## config.mk

```make
export PLATFORM = sky130hd
export DESIGN_NAME = serdes_frame_tx_ctrl
export DESIGN_NICKNAME = d
export VERILOG_FILES = /design/src/rtl/serdes_frame_tx_ctrl.sv
export SDC_FILE = /design/constraint.sdc
export NUM_CORES = 1
export LEC_CHECK = 0
export ABC_AREA = 0
export CELL_PAD_IN_SITES_DETAIL_PLACEMENT = 0
export CELL_PAD_IN_SITES_GLOBAL_PLACEMENT = 1
export CORE_ASPECT_RATIO = 0.7
export CORE_UTILIZATION = 40
export CTS_BUF_LIST = sky130_fd_sc_hd__clkbuf_4 sky130_fd_sc_hd__clkbuf_8
export DETAILED_ROUTE_END_ITERATION = 6
export PLACE_DENSITY_LB_ADDON = 0.3
export SKIP_LAST_GASP = 1
export SLEW_MARGIN = 20
export SYNTH_ARGS = -nofsm -noshare
export SYNTH_HDL_FRONTEND = slang
export SYNTH_SLANG_ARGS = --single-unit
export TNS_END_PERCENT = 30
```

## constraint.sdc

```tcl
create_clock -name clk -period 2.4 [get_ports clk]
set_input_delay 0.36 -clock clk [delete_from_list [all_inputs] [get_ports clk]]
set_output_delay 0.36 -clock clk [all_outputs]
set_load 0.02 [all_outputs]
```

## src/rtl/serdes_frame_tx_ctrl.sv

```systemverilog
// Frame sequencer ahead of serdes_tx: wraps upstream payload bytes as SOF, payload, EOF,
// paced by the PISO load strobe, then holds off for an inter-frame gap.
module serdes_frame_tx_ctrl #(
   parameter int MAX_LEN    = 16,
   parameter int IFG_CYCLES = 20
) (
   input  logic       clk,
   input  logic       reset,
   input  logic       s_valid,
   input  logic [7:0] s_data,
   input  logic       s_last,
   output logic       s_ready,
   input  logic       tx_load,
   output logic [8:0] tx_data,
   output logic       tx_enable,
   output logic       busy,
   output logic       frame_done,
   output logic       frame_trunc,
   output logic [7:0] underrun_cnt
);

   localparam int CW = $clog2(MAX_LEN + 1);
   localparam int GW = (IFG_CYCLES > 1) ? $clog2(IFG_CYCLES) : 1;
   localparam logic [CW-1:0] MAX_CNT  = CW'(MAX_LEN);
   localparam logic [GW-1:0] GAP_INIT = GW'(IFG_CYCLES - 1);

   localparam logic [8:0] SOF_W  = 9'h13C;
   localparam logic [8:0] EOF_W  = 9'h1BC;
   localparam logic [8:0] FILL_W = 9'h11C;

   typedef enum logic [2:0] {
      S_IDLE,
      S_ARM,
      S_SOF,
      S_PAYLOAD,
      S_EOF,
      S_DROP,
      S_GAP
   } state_t;

   state_t        state;
   logic [CW-1:0] count;
   logic          last_flag;
   logic          drop_pending;
   logic [GW-1:0] gap;
   logic          room;

   // Payload may still grow: no terminating byte seen and length cap not reached.
   assign room = !last_flag && (count < MAX_CNT);

   always_comb begin
      s_ready = (tx_load && ((state == S_SOF) || (state == S_PAYLOAD && room)))
                || (state == S_DROP);
   end

   assign busy = (state != S_IDLE);

   always_ff @(posedge clk) begin
      if (reset) begin
         state        <= S_IDLE;
         tx_data      <= '0;
         tx_enable    <= 1'b0;
         count        <= '0;
         last_flag    <= 1'b0;
         drop_pending <= 1'b0;
         gap          <= '0;
         underrun_cnt <= '0;
         frame_done   <= 1'b0;
         frame_trunc  <= 1'b0;
      end else begin
         frame_done  <= 1'b0;
         frame_trunc <= 1'b0;
         case (state)
            S_IDLE: begin
               if (s_valid) begin
                  tx_data      <= SOF_W;
                  count        <= '0;
                  last_flag    <= 1'b0;
                  drop_pending <= 1'b0;
                  state        <= S_ARM;
               end
            end
            // Enable trails the SOF word by one clock so the PISO never sees stale data.
            S_ARM: begin
               tx_enable <= 1'b1;
               state     <= S_SOF;
            end
            S_SOF: begin
               if (tx_load) begin
                  state <= S_PAYLOAD;
                  if (s_valid) begin
                     tx_data   <= {1'b0, s_data};
                     last_flag <= s_last;
                     count     <= CW'(1);
                  end else begin
                     tx_data <= FILL_W;
                     count   <= '0;
                     if (underrun_cnt != 8'hFF) underrun_cnt <= underrun_cnt + 8'd1;
                  end
               end
            end
            S_PAYLOAD: begin
               if (tx_load) begin
                  if (last_flag) begin
                     tx_data <= EOF_W;
                     state   <= S_EOF;
                  end else if (count == MAX_CNT) begin
                     tx_data      <= EOF_W;
                     frame_trunc  <= 1'b1;
                     drop_pending <= 1'b1;
                     state        <= S_EOF;
                  end else if (s_valid) begin
                     tx_data   <= {1'b0, s_data};
                     count     <= count + CW'(1);
                     last_flag <= s_last;
                  end else begin
                     tx_data <= FILL_W;
                     if (underrun_cnt != 8'hFF) underrun_cnt <= underrun_cnt + 8'd1;
                  end
               end
            end
            S_EOF: begin
               if (tx_load) begin
                  frame_done <= 1'b1;
                  tx_enable  <= 1'b0;
                  gap        <= GAP_INIT;
                  last_flag  <= 1'b0;
                  state      <= drop_pending ? S_DROP : S_GAP;
               end
            end
            // Residue of a truncated frame is swallowed while the gap timer keeps running.
            S_DROP: begin
               if (gap != '0) gap <= gap - GW'(1);
               if (s_valid && s_last) begin
                  drop_pending <= 1'b0;
                  state        <= S_GAP;
               end
            end
            S_GAP: begin
               if (gap == '0) state <= S_IDLE;
               else           gap   <= gap - GW'(1);
            end
            default: state <= S_IDLE;
         endcase
      end
   end

endmodule

```

=== Word-level counts from Yosys, hierarchy flattened ===
Cells that the tools add are included.

* Reduce and logical (&&, ||, !) cells: 27
* Order comparisons: 1
* Mux-type cells: 53
* Add/sub/neg operators: 3
* Equality and inequality tests: 22
* Bitwise gates (word level): 3

{| class="wikitable"
|+ Operators with widths
! cell !! number
|-
| 2-to-1 mux 9 bit || 6
|-
| 2-to-1 mux 8 bit || 6
|-
| 2-to-1 mux 5 bit || 9
|-
| case mux 5 bit (3 select lines) || 2
|-
| case mux 9 bit (3 select lines) || 1
|-
| 2-to-1 mux 3 bit || 8
|-
| case mux 3 bit (7 select lines) || 1
|-
| inequality test 2 bit (second input constant) || 10
|-
| case mux 8 bit (2 select lines) || 1
|-
| 2-to-1 mux 1 bit || 15
|-
| AND reduction 7 bit || 2
|-
| AND reduction 6 bit || 2
|-
| nonzero test 3 bit || 4
|-
| equality test 3 bit (second input constant) || 3
|-
| adder 8 x 1 -> 8 bit (second input constant) || 1
|-
| inequality test 8 bit (second input constant) || 1
|-
| AND reduction 4 bit || 2
|-
| equality test 3 x 2 -> 1 bit (second input constant) || 2
|-
| inequality test 2 x 1 -> 1 bit (second input constant) || 3
|-
| adder 5 x 1 -> 5 bit (second input constant) || 1
|-
| equality test 5 bit (second input constant) || 1
|-
| logical NOT 5 bit || 1
|-
| less-than comparator 5 bit (second input constant) || 1
|-
| AND reduction 5 bit || 1
|-
| other kinds (18) || 25
|}

* Output and inout port bits: 22
* Logic and storage cells: 119
* Bits in registers: 35
* Bits of input ports: 13

=== Depth between registers and ports, before layout ===
* Depth after elaboration: 7
* Mapped depth: 7
* Mapped depth without buffers: 6

=== Least setup slack after synthesis ===
Ideal clock, no wire load.

* Path type: flip-flop to flip-flop
* Start point: register count[0]
* End point: register underrun_cnt[4]
* Arrival time: 1618 ps
* Setup time: 71 ps
* Path slack: 711 ps
* Clock period less this slack: 1689 ps
* Cell stages (with the launch flop): 7
* Required time: 2329 ps
* Path buffers: 0
* Path through: dfxtp_1 > inv_1 > ha_1 > and4bb_4 > o21a_4 > or4_1 > a21oi_1

* Word-level cells in the longest chain between the ends: 3

{| class="wikitable"
|+ RTL lines
! item !! line !! text
|-
| from (decl) || 42 || <nowiki>logic [CW-1:0] count;</nowiki>
|-
| from (signal assigned) || 114 || <nowiki>count <= count + CW'(1);</nowiki>
|-
| equality test 5 bit || 107 || <nowiki>end else if (count == MAX_CNT) begin</nowiki>
|-
| inequality test 2 bit (no line) || -- ||
|-
| AND reduction 5 bit (no line) || -- ||
|-
| to (signal assigned) || 98 || <nowiki>if (underrun_cnt != 8'hFF) underrun_cnt <= underrun_cnt + 8'd1;</nowiki>
|-
| to (signal assigned) || 118 || <nowiki>if (underrun_cnt != 8'hFF) underrun_cnt <= underrun_cnt + 8'd1;</nowiki>
|-
| to (decl) || 19 || <nowiki>output logic [7:0] underrun_cnt</nowiki>
|}

Every way passes these cells.
A chain may end at the register's enable or synchronous reset.

=== Worst setup path after layout ===
* Start point: register state[1]
* End point: output s_ready

* Word-level cells in the longest chain between the ends: 5
* Elaborated cells between the ends (all ways): 7
* Those cells by class: eq/ne: 3; reduce/logical: 4

{| class="wikitable"
|+ RTL lines
! item !! line !! text
|-
| from (decl) || 41 || <nowiki>state_t state;</nowiki>
|-
| from (signal assigned) || 128 || <nowiki>state <= drop_pending ? S_DROP : S_GAP;</nowiki>
|-
| equality test 3 x 2 -> 1 bit || 52 || <nowiki>s_ready = (tx_load && ((state == S_SOF) || (state == S_PAYLOAD && room)))</nowiki>
|-
| logical AND 1 bit || 52 ||
|-
| logical OR 1 bit || 52 ||
|-
| logical AND 1 bit || 52 ||
|-
| logical OR 1 bit * || 53 || <nowiki>|| (state == S_DROP);</nowiki>
|-
| to (decl) || 12 || <nowiki>output logic s_ready,</nowiki>
|}

Every way passes the cells marked *; elsewhere a longest branch is shown, timed or not.

==> results.sh <==
export IMPL_grt_first_pass_wirelength_um=8390
export IMPL_maxSlewViolCount=0
export IMPL_gp_congestion=0.766
export IMPL_period_share_pct=92.6
export IMPL_antenna_found_initial=0
export IMPL_yosys_top_cells_area="dfxtp_1, a21oi_1, o21ai_0"
export IMPL_root_buffer="clkbuf_8"
export IMPL_drive_above_1_share_pct=9.89
export IMPL_post_cts_setup_buffers=0
export IMPL_finalNetCount=290
export IMPL_ys_types=61
export IMPL_pin_count=35
export IMPL_dr_total_vias=1842
export IMPL_slowest_stage="dfxtp_1"
export IMPL_wl_per_cell_um=14.5
export IMPL_rr_worst_depth=6
export IMPL_r2r_end="underrun_cnt[7]$_SDFFE_PP0P_"
export IMPL_design_die_area_um2=5220
export IMPL_tritoncts="yes"
export IMPL_worstSetupEndpointType="output port"
export IMPL_leakagePower_nw=0.845
export IMPL_irDropWorstVdd_uv=308
export IMPL_num_antenna_cells=0
export IMPL_setup_slack_ps=177
export IMPL_layout_cells_non_filler=339
export IMPL_fin_skew_ps=3.81
export IMPL_area_growth_pct=25.7
export IMPL_dr_pass1_iters=4
export IMPL_synthTopCellsByCount="dfxtp_1, a21oi_1, o21ai_0, inv_1, nor2_1"
export IMPL_synth_edff_count=0
export IMPL_clk_path_buf_depth=2
export IMPL_num_rows=20
export IMPL_syn_area_um2=1970
export IMPL_p_per_area_nw_per_um2=574
export IMPL_cp_required_ps=2040
export IMPL_drt_iter0_markers=136
export IMPL_cts_buffers=5
export IMPL_synthCells=236
export IMPL_rr_startpoint="count[0]$_SDFFE_PP0P_"
export IMPL_maxCapViolations=0
export IMPL_io_buffers=34
export IMPL_clkTransAtPathRegs_ps=70
export IMPL_fin_setup_tns_ps=0
export IMPL_routed_via_density=5.43
export IMPL_grt_start_max_net_pins=21
export IMPL_async_flop_share_pct=0
export IMPL_crit_path_start_kind="flop"
export IMPL_tightestPinTransition_ps=478
export IMPL_hold_viol_final=0
export IMPL_ys_ff_latch=35
export IMPL_cp_max_fo=15
export IMPL_synth_nets=253
export IMPL_rsz0062_at_grt="false"
export IMPL_grt_pass1_vias=1654
export IMPL_wirelength_um=4910
export IMPL_path_depth=3
export IMPL_clk_latency_ps=280
export IMPL_crit_arrival_ps=1860
export IMPL_synthDominantCellAreaShare_pct=35.5
export IMPL_maxSlewHeadroom_pct=67.3
export IMPL_cts_resized=0
export IMPL_drc=0
export IMPL_fmax_mhz=450
export IMPL_fp_dieH_um=60.8
export IMPL_status="complete, no violations"
export IMPL_core_area_um2=4530
export IMPL_cp_top_family="flip-flops"
export IMPL_antenna_left=0
export IMPL_grt_overflow=0
export IMPL_synth_avg_cell_area_um2=8.36
export IMPL_critical_path_class="reg -> out"
export IMPL_ys_seq_area_share_pct=35.5
export IMPL_yosys_warnings=0
export IMPL_place_inst=332
export IMPL_hold_depth=2
export IMPL_critPathMaxStageDelay_ps=600
export IMPL_synth_most_common_cell="dfxtp_1"
export IMPL_yosysTopAreaCell="dfxtp_1"
export IMPL_synthFlopType="dfxtp_1"
export IMPL_holdPathEnd="gap[1]$_SDFFE_PP0P_"
export IMPL_dp_hpwl_um=3600
export IMPL_finalSetupViolCount=0
export IMPL_layout_min_cycle_time_ps=2220
export IMPL_hp_class="reg -> reg"
export IMPL_start_util_pct=43.6
export IMPL_grtUsageTotal_pct=20.7
export IMPL_r2r_slack_ps=520
export IMPL_die_w_um=85.9
export IMPL_clock_sinks=35
export IMPL_cts_htree_levels=2
export IMPL_cp_num_buf_inv=1
export IMPL_holdCritStartpoint="gap[1]$_SDFFE_PP0P_"
export IMPL_cts_hold_buf=0
export IMPL_pre_cts_ws_ps=190
export IMPL_cp_cell_sequence="and3b_1 -> a22o_1 -> clkdlybuf4s50_1"
[power breakdown]
group	leakage [nW]	internal, W	switching, W
Clock	0.0470	0.000225	0.000206
Sequential	0.284	0.000613	0.0000347
Combinational	0.514	0.000161	0.000185
[area by class of cell]
type                       count  area, um^2
timing repair buffer          44         415
inverter                      14        52.6
sequential                    35         701
clock buffer                   6        82.6
fill                         426        2050
clock inverter                 1        5.00
multi-input combinational    173        1140
tap                           66        82.6
[cell families after synthesis]
logic type	Yosys count	synth area share (%)
XOR/XNOR	1	0.444
AND/OR/NAND/NOR	87	27.2
multiplexers	2	1.01
buffers and inverters	28	6.66
flip-flops	35	35.5
adder cells (fa/ha/maj)	4	2.54
AO/OA/AOI/OAI	79	26.6
[state kept, by name, summed over array words and instances, names as in the netlist]
register / cells
tx_data: 9
underrun_cnt: 8
count: 5
gap: 5
state: 3
drop_pending: 1
frame_done: 1
frame_trunc: 1
last_flag: 1
tx_enable: 1
[tightest hold or removal path, delay by kind of cell, from the launching register on]
kind | cells | cell delay (ps)
compound gates | 1 | 80
buf+inv | 1 | 70
flops | 1 | 310
[metal layers]
layer	track usage, %	part of all wire, %
met1	32.0	54
met4	3.57	0.39
met2	29.0	40
met3	5.17	5.3
met5	0	0
[cell usage in the layout, fill, tap and decap left out, types with 3 or more instances in the layout]
cell	count
inv_1	14
ha_1	4
buf_4	10
nand4_1	3
or4_1	6
o31ai_1	5
a31oi_1	3
nor2_1	14
a21oi_1	23
clkdlybuf4s50_1	34
nor2b_1	6
dfxtp_1	35
nand4bb_1	3
a32oi_1	5
o21ai_0	18
nor3_1	8
nand3_1	5
clkbuf_8	6
or3_1	7
nand2_1	11
[through the flow]
stage | hold slack [ps] | cell area [um^2] | utilization, % | power, W
floorplan | 459 | 1970 | - | 0.000879
global placement | 481 | 2390 | 52.8 | 0.00101
detailed placement | 482 | 2390 | 52.8 | 0.00100
CTS | 507 | 2480 | 54.8 | 0.00144
global route | 536 | 2480 | 54.8 | 0.00150
finish | 506 | 2480 | 54.8 | 0.00142
[how the worst max path moves through the flow]
stage,start,end,slack (ps)
after detailed placement,tx_load,underrun_cnt[4]$_SDFFE_PP0P_,190
after floorplan,count[0]$_SDFFE_PP0P_,underrun_cnt[4]$_SDFFE_PP0P_,710
after CTS,state[1]$_SDFFE_PP0P_,s_ready,190
after global placement,tx_load,underrun_cnt[4]$_SDFFE_PP0P_,210
after global routing,state[1]$_SDFFE_PP0P_,s_ready,60
final,state[1]$_SDFFE_PP0P_,s_ready,180
No activity file was read; power rests on OpenSTA's default activity.
